File: src/rtl/qnigma_poly1305_pkg.sv
// Shared Poly1305 types: tag container, tag length and tag-check FSM states.
package qnigma_poly1305_pkg;

    // Tag length in bytes; fixed by the protocol.
    localparam int TAG_BYTES = 16;

    // Element i is wire byte i (byte 0 is transmitted first).
    typedef logic [TAG_BYTES-1:0][7:0] poly_tag_t;

    // Receive-side tag verifier states.
    typedef enum logic [2:0] {
        TC_IDLE      = 3'd0,
        TC_COLLECT   = 3'd1,
        TC_WAIT_CALC = 3'd2,
        TC_COMPARE   = 3'd3,
        TC_REPORT    = 3'd4
    } tag_chk_state_t;

    // Numeric (little-endian) view of a tag: wire byte 0 is the least
    // significant byte, so the packed layout already matches.
    function automatic logic [8*TAG_BYTES-1:0] poly_tag_to_num(input poly_tag_t t);
        return t;
    endfunction

endpackage

File: src/rtl/qnigma_poly1305_tag_check.sv
// Receive-side Poly1305 tag verifier: collects the 16 received tag bytes,
// latches the locally computed tag, and compares them over a fixed 16-cycle
// window so the verdict time never depends on the data.
//
// Handshake: a received byte transfers on a clock edge where
// rx_tag_val & rx_tag_rdy; rx_tag_rdy never depends on rx_tag_val.
// calc_val is a one-cycle strobe with no back-pressure; it is taken only in
// IDLE/COLLECT/WAIT_CALC and only if no computed tag is held yet.
module qnigma_poly1305_tag_check
    import qnigma_poly1305_pkg::*;
(
    input  logic           clk,
    input  logic           rst_n,
    input  logic           rx_tag_val,
    input  logic [7:0]     rx_tag_dat,
    output logic           rx_tag_rdy,
    input  logic           calc_val,
    input  poly_tag_t      calc_tag,
    input  logic           abort,
    output logic           busy,
    output logic           done,
    output logic           pass,
    output tag_chk_state_t state_dbg
);

    tag_chk_state_t state_q, state_d;
    logic [3:0]     cnt_q, cnt_d;
    logic [3:0]     idx_q, idx_d;
    logic [7:0]     diff_q, diff_d;
    logic           calc_have_q, calc_have_d;
    logic           done_q, done_d;
    logic           pass_q, pass_d;

    poly_tag_t      rx_buf_q;
    poly_tag_t      calc_buf_q;

    logic           rx_we;
    logic           calc_we;
    logic           byte_acc;
    logic           calc_acc;
    logic [7:0]     diff_next;

    // Ready and busy are pure decodes of the current state.
    assign rx_tag_rdy = (state_q == TC_IDLE) || (state_q == TC_COLLECT);
    assign busy       = (state_q != TC_IDLE);
    assign done       = done_q;
    assign pass       = pass_q;
    assign state_dbg  = state_q;

    assign byte_acc  = rx_tag_val && rx_tag_rdy;
    assign calc_acc  = calc_val && !calc_have_q &&
                       ((state_q == TC_IDLE) || (state_q == TC_COLLECT) ||
                        (state_q == TC_WAIT_CALC));
    assign diff_next = diff_q | (rx_buf_q[idx_q] ^ calc_buf_q[idx_q]);

    // Next-state, counters, accumulator and verdict; abort overrides all.
    always_comb begin
        state_d     = state_q;
        cnt_d       = cnt_q;
        idx_d       = idx_q;
        diff_d      = diff_q;
        calc_have_d = calc_have_q;
        done_d      = 1'b0;
        pass_d      = 1'b0;
        rx_we       = 1'b0;
        calc_we     = 1'b0;

        if (abort) begin
            state_d     = TC_IDLE;
            cnt_d       = 4'd0;
            idx_d       = 4'd0;
            diff_d      = 8'd0;
            calc_have_d = 1'b0;
        end else begin
            if (calc_acc) begin
                calc_we     = 1'b1;
                calc_have_d = 1'b1;
            end
            case (state_q)
                TC_IDLE: begin
                    if (byte_acc) begin
                        rx_we   = 1'b1;
                        cnt_d   = 4'd1;
                        state_d = TC_COLLECT;
                    end
                end
                TC_COLLECT: begin
                    if (byte_acc) begin
                        rx_we = 1'b1;
                        cnt_d = cnt_q + 4'd1;
                        // 16th byte: counter wraps to 0 as it leaves COLLECT.
                        if (cnt_q == 4'd15) begin
                            idx_d   = 4'd0;
                            diff_d  = 8'd0;
                            state_d = (calc_have_q || calc_acc) ? TC_COMPARE
                                                                : TC_WAIT_CALC;
                        end
                    end
                end
                TC_WAIT_CALC: begin
                    if (calc_acc) begin
                        state_d = TC_COMPARE;
                    end
                end
                TC_COMPARE: begin
                    // Always all 16 bytes: no early exit on a difference.
                    diff_d = diff_next;
                    idx_d  = idx_q + 4'd1;
                    if (idx_q == 4'd15) begin
                        state_d = TC_REPORT;
                        done_d  = 1'b1;
                        pass_d  = (diff_next == 8'd0);
                    end
                end
                TC_REPORT: begin
                    state_d     = TC_IDLE;
                    cnt_d       = 4'd0;
                    idx_d       = 4'd0;
                    diff_d      = 8'd0;
                    calc_have_d = 1'b0;
                end
                default: begin
                    state_d = TC_IDLE;
                end
            endcase
        end
    end

    // Control state and registered verdict.
    always_ff @(posedge clk or negedge rst_n) begin
        if (!rst_n) begin
            state_q     <= TC_IDLE;
            cnt_q       <= 4'd0;
            idx_q       <= 4'd0;
            diff_q      <= 8'd0;
            calc_have_q <= 1'b0;
            done_q      <= 1'b0;
            pass_q      <= 1'b0;
        end else begin
            state_q     <= state_d;
            cnt_q       <= cnt_d;
            idx_q       <= idx_d;
            diff_q      <= diff_d;
            calc_have_q <= calc_have_d;
            done_q      <= done_d;
            pass_q      <= pass_d;
        end
    end

    // Tag buffers; contents only matter inside an active frame.
    always_ff @(posedge clk) begin
        if (rx_we) begin
            rx_buf_q[cnt_q] <= rx_tag_dat;
        end
        if (calc_we) begin
            calc_buf_q <= calc_tag;
        end
    end

endmodule

File: config.mk
export PLATFORM = sky130hd
export DESIGN_NAME = qnigma_poly1305_tag_check
export DESIGN_NICKNAME = d
export VERILOG_FILES = /design/src/rtl/qnigma_poly1305_pkg.sv /design/src/rtl/qnigma_poly1305_tag_check.sv
export SDC_FILE = /design/constraint.sdc
export NUM_CORES = 1
export LEC_CHECK = 0
export CAP_MARGIN = 25
export CORE_UTILIZATION = 51
export CTS_CLUSTER_SIZE = 30
export DETAILED_ROUTE_END_ITERATION = 16
export GPL_ROUTABILITY_DRIVEN = 1
export GPL_TIMING_DRIVEN = 1
export PLACE_DENSITY_LB_ADDON = 0.05
export SYNTH_ARGS = -nofsm -noshare
export SYNTH_HDL_FRONTEND = slang
export SYNTH_SLANG_ARGS = --single-unit
File: constraint.sdc
create_clock -name clk -period 18.13 [get_ports clk]
set_clock_uncertainty 0.1 [all_clocks]
set_input_delay 1.813 -clock clk [delete_from_list [all_inputs] [get_ports clk]]
set_output_delay 1.813 -clock clk [all_outputs]
set_load 0.02 [all_outputs]
Yosys cells after proc, flatten, opt, wreduce, memory -nomap -nowiden
Index checks and enable logic that the tools add are counted.
{ "totals": {"elab_cells": 116, "output_inout_bits": 7, "register_bits": 278, "in_bits": 141} }
{ "classes": {"reduce_logical": 18, "mux": 41, "bitwise": 2, "magnitude_cmp": 3, "add_sub_neg": 2, "n_eq_ne": 11} }
{ "ops": {"columns": ["op", "count"], "rows": [
  ["$bwmux 128", 1],
  ["$bmux 8 s4", 2],
  ["$mux 8", 6],
  ["$demux 8 s4", 1],
  ["$mux 4", 6],
  ["$pmux 4 s3", 2],
  ["$pmux 8 s3", 1],
  ["$mux 3", 6],
  ["$mux 1", 15],
  ["$ne 3x3->1 const B", 4],
  ["$pmux 3 s4", 1],
  ["$lt 4x5->1 const B", 2],
  ["$add 4x1->4 const B", 2],
  ["$eq 4x4->1 const B", 2],
  ["$logic_not 8->1", 1],
  ["$or 8x8->8", 1],
  ["$reduce_bool 4->1", 2],
  ["$xor 8x8->8", 1],
  ["$eq 3x2->1 const B", 2],
  ["$reduce_and 3->1", 2],
  ["$reduce_bool 3->1", 2],
  ["$reduce_and 5->1", 1],
  ["$ge 4x1->1 const B", 1],
  ["$logic_and 1x1->1", 4],
  ["other kinds (7)", 9]
]} }

Depth between registers and ports, before layout
{ "depth": {"word_depth": 10, "ltp_mapped": 9, "ltp_nobuf": 6} }

Worst setup path after synthesis
OpenSTA, ideal clock, no wires.
{ "synth_timing": {"path_kind": "input-to-reg", "from": "input port abort", "to": "register calc_buf_q[0] (netlist name) (enable)", "path_slack_ns": 6.341, "setup_ns": 0.772, "path_buffers": 1, "t_required_ns": 17.258, "arrival_time_ns": 10.917, "path_stages": 3, "cell_sequence": "clkbuf_1 > or2_2 > nor3_1"} }
{ "synth_via": {"elab_chain_cells": 1} }
{ "synth_rtl": {"columns": ["item", "line", "text"], "rows": [
  ["start, declared", "qnigma_poly1305_tag_check.sv:19", "input logic abort,"],
  ["$mux 1", "qnigma_poly1305_tag_check.sv:68", "if (abort) begin"],
  ["via calc_we", "qnigma_poly1305_tag_check.sv:38", "logic calc_we;"],
  ["end signal, assigned", "qnigma_poly1305_tag_check.sv:156", "calc_buf_q <= calc_tag;"],
  ["end, declared", "qnigma_poly1305_tag_check.sv:35", "poly_tag_t calc_buf_q;"]
]} }
The timed path passes the listed nets, and every way through them passes these cells.
A chain may end at the register's enable or synchronous reset.

Worst setup path in the final report
{ "layout_timing": {"from": "register state_q[1], in the netlist state_dbg[1]", "to": "output port busy"} }
{ "layout_via": {"elab_chain_cells": 1} }
{ "layout_rtl": {"columns": ["item", "line", "text"], "rows": [
  ["start, declared", "qnigma_poly1305_tag_check.sv:26", "tag_chk_state_t state_q, state_d;"],
  ["start signal, assigned", "qnigma_poly1305_tag_check.sv:140", "state_q <= state_d;"],
  ["$reduce_bool 3->1", "qnigma_poly1305_tag_check.sv:45", "assign busy = (state_q != TC_IDLE);"],
  ["end, declared", "qnigma_poly1305_tag_check.sv:20", "output logic busy,"]
]} }
No other way between the ends.

==> impl_metrics.py <==
metrics = {
    "floorplan": {
        "fp.dieH_um": 149,
        "num_rows": 53,
        "ios": 148,
        "die_area_sq_mm": 0.0221,
        "fp.dieW_um": 149,
        "initial_core_util": 0.521,
        "core_area_sq_mm": 0.0211,
    },
    "layout": {
        "final_nets": 890,
        "syn2layout_area_growth_pct": 24.9,
        "fillCellCount": 1463,
        "multi_input_area_sq_mm": 0.00261,
        "regArea_sq_mm": 0.00825,
        "n_antenna_cell": 0,
        "drive_gt1_frac": 0.137,
        "final_area_sq_mm": 0.0137,
    },
    "setup_path": {
        "crit_chain": "or3_1 > clkdlybuf4s50_1",
        "crit_path_start_kind": "flop",
        "startpoint": "state_dbg[1]",
        "crit_slowest_cell": "clkdlybuf4s50_1",
        "critPathRequiredTime_ns": 16.22,
        "r2r_start": "idx_q[1]",
        "critPathArrivalTime_ns": 2.06,
        "crit_fanout": 12,
        "critPathKind": "flop to output pin",
        "slowest_delay_ns": 0.56,
        "endpoint_kind": "output pin",
    },
    "routing": {
        "dr_wl_met3_mm": 1.36,
        "wirelength_mm": 23.2,
        "routed_via_density": 5.70,
        "drt-met1-wl_mm": 9.76,
        "wl_met2_mm": 11.6,
        "drcViolationCount": 0,
        "drtIter0Drc": 374,
        "wl_per_cell_um": 22.2,
        "top_layer": "met4",
        "dr.pass1.iters": 5,
        "num_vias": 5944,
        "ant_nets": 0,
    },
    "yosys": {
        "netlist_instances": 579,
        "synthSimpleGateAreaFrac": 0.0413,
        "avgSynthCellArea_sq_um": 19.0,
        "synth_seq_area_share": 0.749,
        "synth_area_leaders": "edfxtp_1 (70%), mux4_2 (9.4%), dfrtp_1 (5.0%)",
        "synth_top_area_share": 0.699,
        "synth_compound_area_frac": 0.0371,
        "syn_nets": 725,
        "synth_xor_area_frac": 0.0438,
        "synthMuxAreaShare": 0.109,
        "synth-edff-count": 256,
        "synth_cell_types": 47,
        "synth_top_family_by_area": "multiplexers",
        "yosysTopAreaCell": "edfxtp_1",
        "netlist_area_sq_mm": 0.0110,
        "synth_fa_ha_area_frac": 0.00569,
        "synth_common_cells": "edfxtp_1 (256), mux4_2 (46), nor2_1 (33)",
        "yosysMostFrequentCell": "edfxtp_1",
        "synthFlopType": "edfxtp_1",
        "synthArstFlopShare": 0.0791,
        "ys_warn_count": 0,
        "synth_seq_cells": 278,
    },
    "clock_network": {
        "cts_setup_buffers": 0,
        "clock-root-buffer": "clkbuf_16",
        "clock_sinks": 278,
        "cts_buffer_depth": 3,
        "numCtsBuffers": 29,
        "clk_pin_slew_ns": 0.06,
        "clk_latency_ns": 0.55,
        "cts_tree": "done",
        "ctsResizeCount": 0,
        "postCtsHoldBufs": 0,
        "htree_levels": 1,
    },
    "timing": {
        "finalSetupViolCount": 0,
        "setup-tns-final_ns": 0,
        "drv_slew": 0,
        "grt_setup_unrepaired": "no",
        "period_share": 0.219,
        "clock.fmax_ghz": 0.252,
        "tightest_slew_ns": 0.979,
        "min_period_ns": 3.98,
        "hold_viol_final": 0,
        "relSlewSlack": 0.345,
    },
    "power_and_ir_drop": {
        "power_density_mw_per_mm2": 112,
        "p_leak_uw": 0.00452,
        "vdd_drop_max_v": 0.0000689,
    },
    "global_routing": {
        "grt_first_pass_wirelength_mm": 34.9,
        "grt_pass1_vias": 6129,
        "grt_max_degree": 69,
        "grtUsageTotal": 0.214,
        "overflow": 0,
        "antenna_found_initial": 0,
    },
    "placement": {
        "routabilityCongestion": 0.833,
        "io_buffers": 147,
        "hpwl_mm": 15.4,
        "placed_area_sq_mm": 0.0127,
    },
    "flow_run": {
        "cap_violations": 0,
    },
    "min_path": {
        "holdCritStartpoint": "diff_q[2]",
        "hold_path.class": "flop to flop",
    },
    "status": {
        "status": "finished, final reports clean",
    },
}
[kinds of logic (layout without fill, tap and decap cells)]
logic type / count (synthesis) / count (layout)
AO/OA/AOI/OAI: 60 / 60
XOR/XNOR: 55 / 55
adder cells (fa/ha/maj): 5 / 5
buffers and inverters: 30 / 218
flip-flops: 278 / 278
multiplexers: 54 / 54
AND/OR/NAND/NOR: 97 / 97
[per-layer routing]
| layer | vias up | GRT usage |
|---|---|---|
| li1 | 2641 | - |
| met1 | 3020 | 0.297 |
| met2 | 244 | 0.357 |
| met3 | 39 | 0.0297 |
| met4 | 0 | 0.0592 |
| met5 | - | 0 |
[worst max-delay path, delay by kind of cell, from the launching register on]
family | cells | cell delay [ns]
simple gates | 1 | 0.46
buf+inv | 1 | 0.56
flops | 1 | 0.50
[area by class of cell]
type                            instances  share of cell area
Inverter                                8             0.00219
Tap cell                              275              0.0251
Timing Repair Buffer                  156               0.114
Clock buffer                           34              0.0542
Sequential cell                       278               0.600
Multi-Input combinational cell        271               0.190
Clock inverter                         20              0.0140
[sequential cells by signal (all words and copies together), names as in the netlist]
name / count
calc_buf_q: 128
idx_q: 4
calc_have_q: 1
cnt_q: 4
diff_q: 8
pass: 1
state_dbg: 3
rx_buf_q: 128
done: 1
[placed cells by master, fill, tap and decap left out, drive strengths merged, types with 4 or more instances in the layout]
cell type / synthesis / layout
o211ai: 4 / 4
dfrtp: 22 / 22
nor2b: 4 / 4
a21oi: 12 / 12
clkinv: 0 / 13
ha: 5 / 5
inv: 8 / 9
buf: 13 / 7
a22oi: 9 / 9
nand3: 5 / 5
o21ai: 12 / 12
xor2: 27 / 27
nor4: 5 / 5
nand2b: 5 / 5
edfxtp: 256 / 256
clkbuf: 9 / 36
nor2: 33 / 33
xnor2: 28 / 28
mux4: 51 / 51
o2bb2ai: 4 / 4
nand2: 23 / 23
clkdlybuf4s50: 0 / 147
nor3: 10 / 10
[worst paths after layout]
check / end / slack (ns) / cells past startpoint
min in group asynchronous: calc_have_q / 1.35 / 1
hold reg to reg: diff_q[2] / 0.40 / 1
max in group asynchronous: idx_q[1] / 16.21 / 2
setup reg to reg: pass / 14.99 / 7
hold / removal: diff_q[2] / 0.40 / 1
setup / recovery: busy / 14.15 / 2
[power breakdown]
group	total, uW	switching [uW]	leakage, uW	internal, uW
Combinational	205	103	0.00143	102
Sequential	756	19.9	0.00263	736
Clock	580	242	0.000457	338
[through the flow]
step / util / worst slack (ns) / cells / total power (uW) / hold WS (ns)
3_3_place_gp: 0.603 / 13.92 / 982 / 965 / 0.374
2_1_floorplan: - / 6.34 / 579 / 895 / 0.357
4_1_cts: 0.648 / 14.14 / 1036 / 1550 / 0.395
3_5_place_dp: 0.603 / 13.79 / 982 / 971 / 0.381
6_report: 0.651 / 14.15 / 1042 / 1540 / 0.396
5_1_grt: 0.651 / 14.08 / 1042 / 1590 / 0.414
No activity file was read; power rests on OpenSTA's default activity.
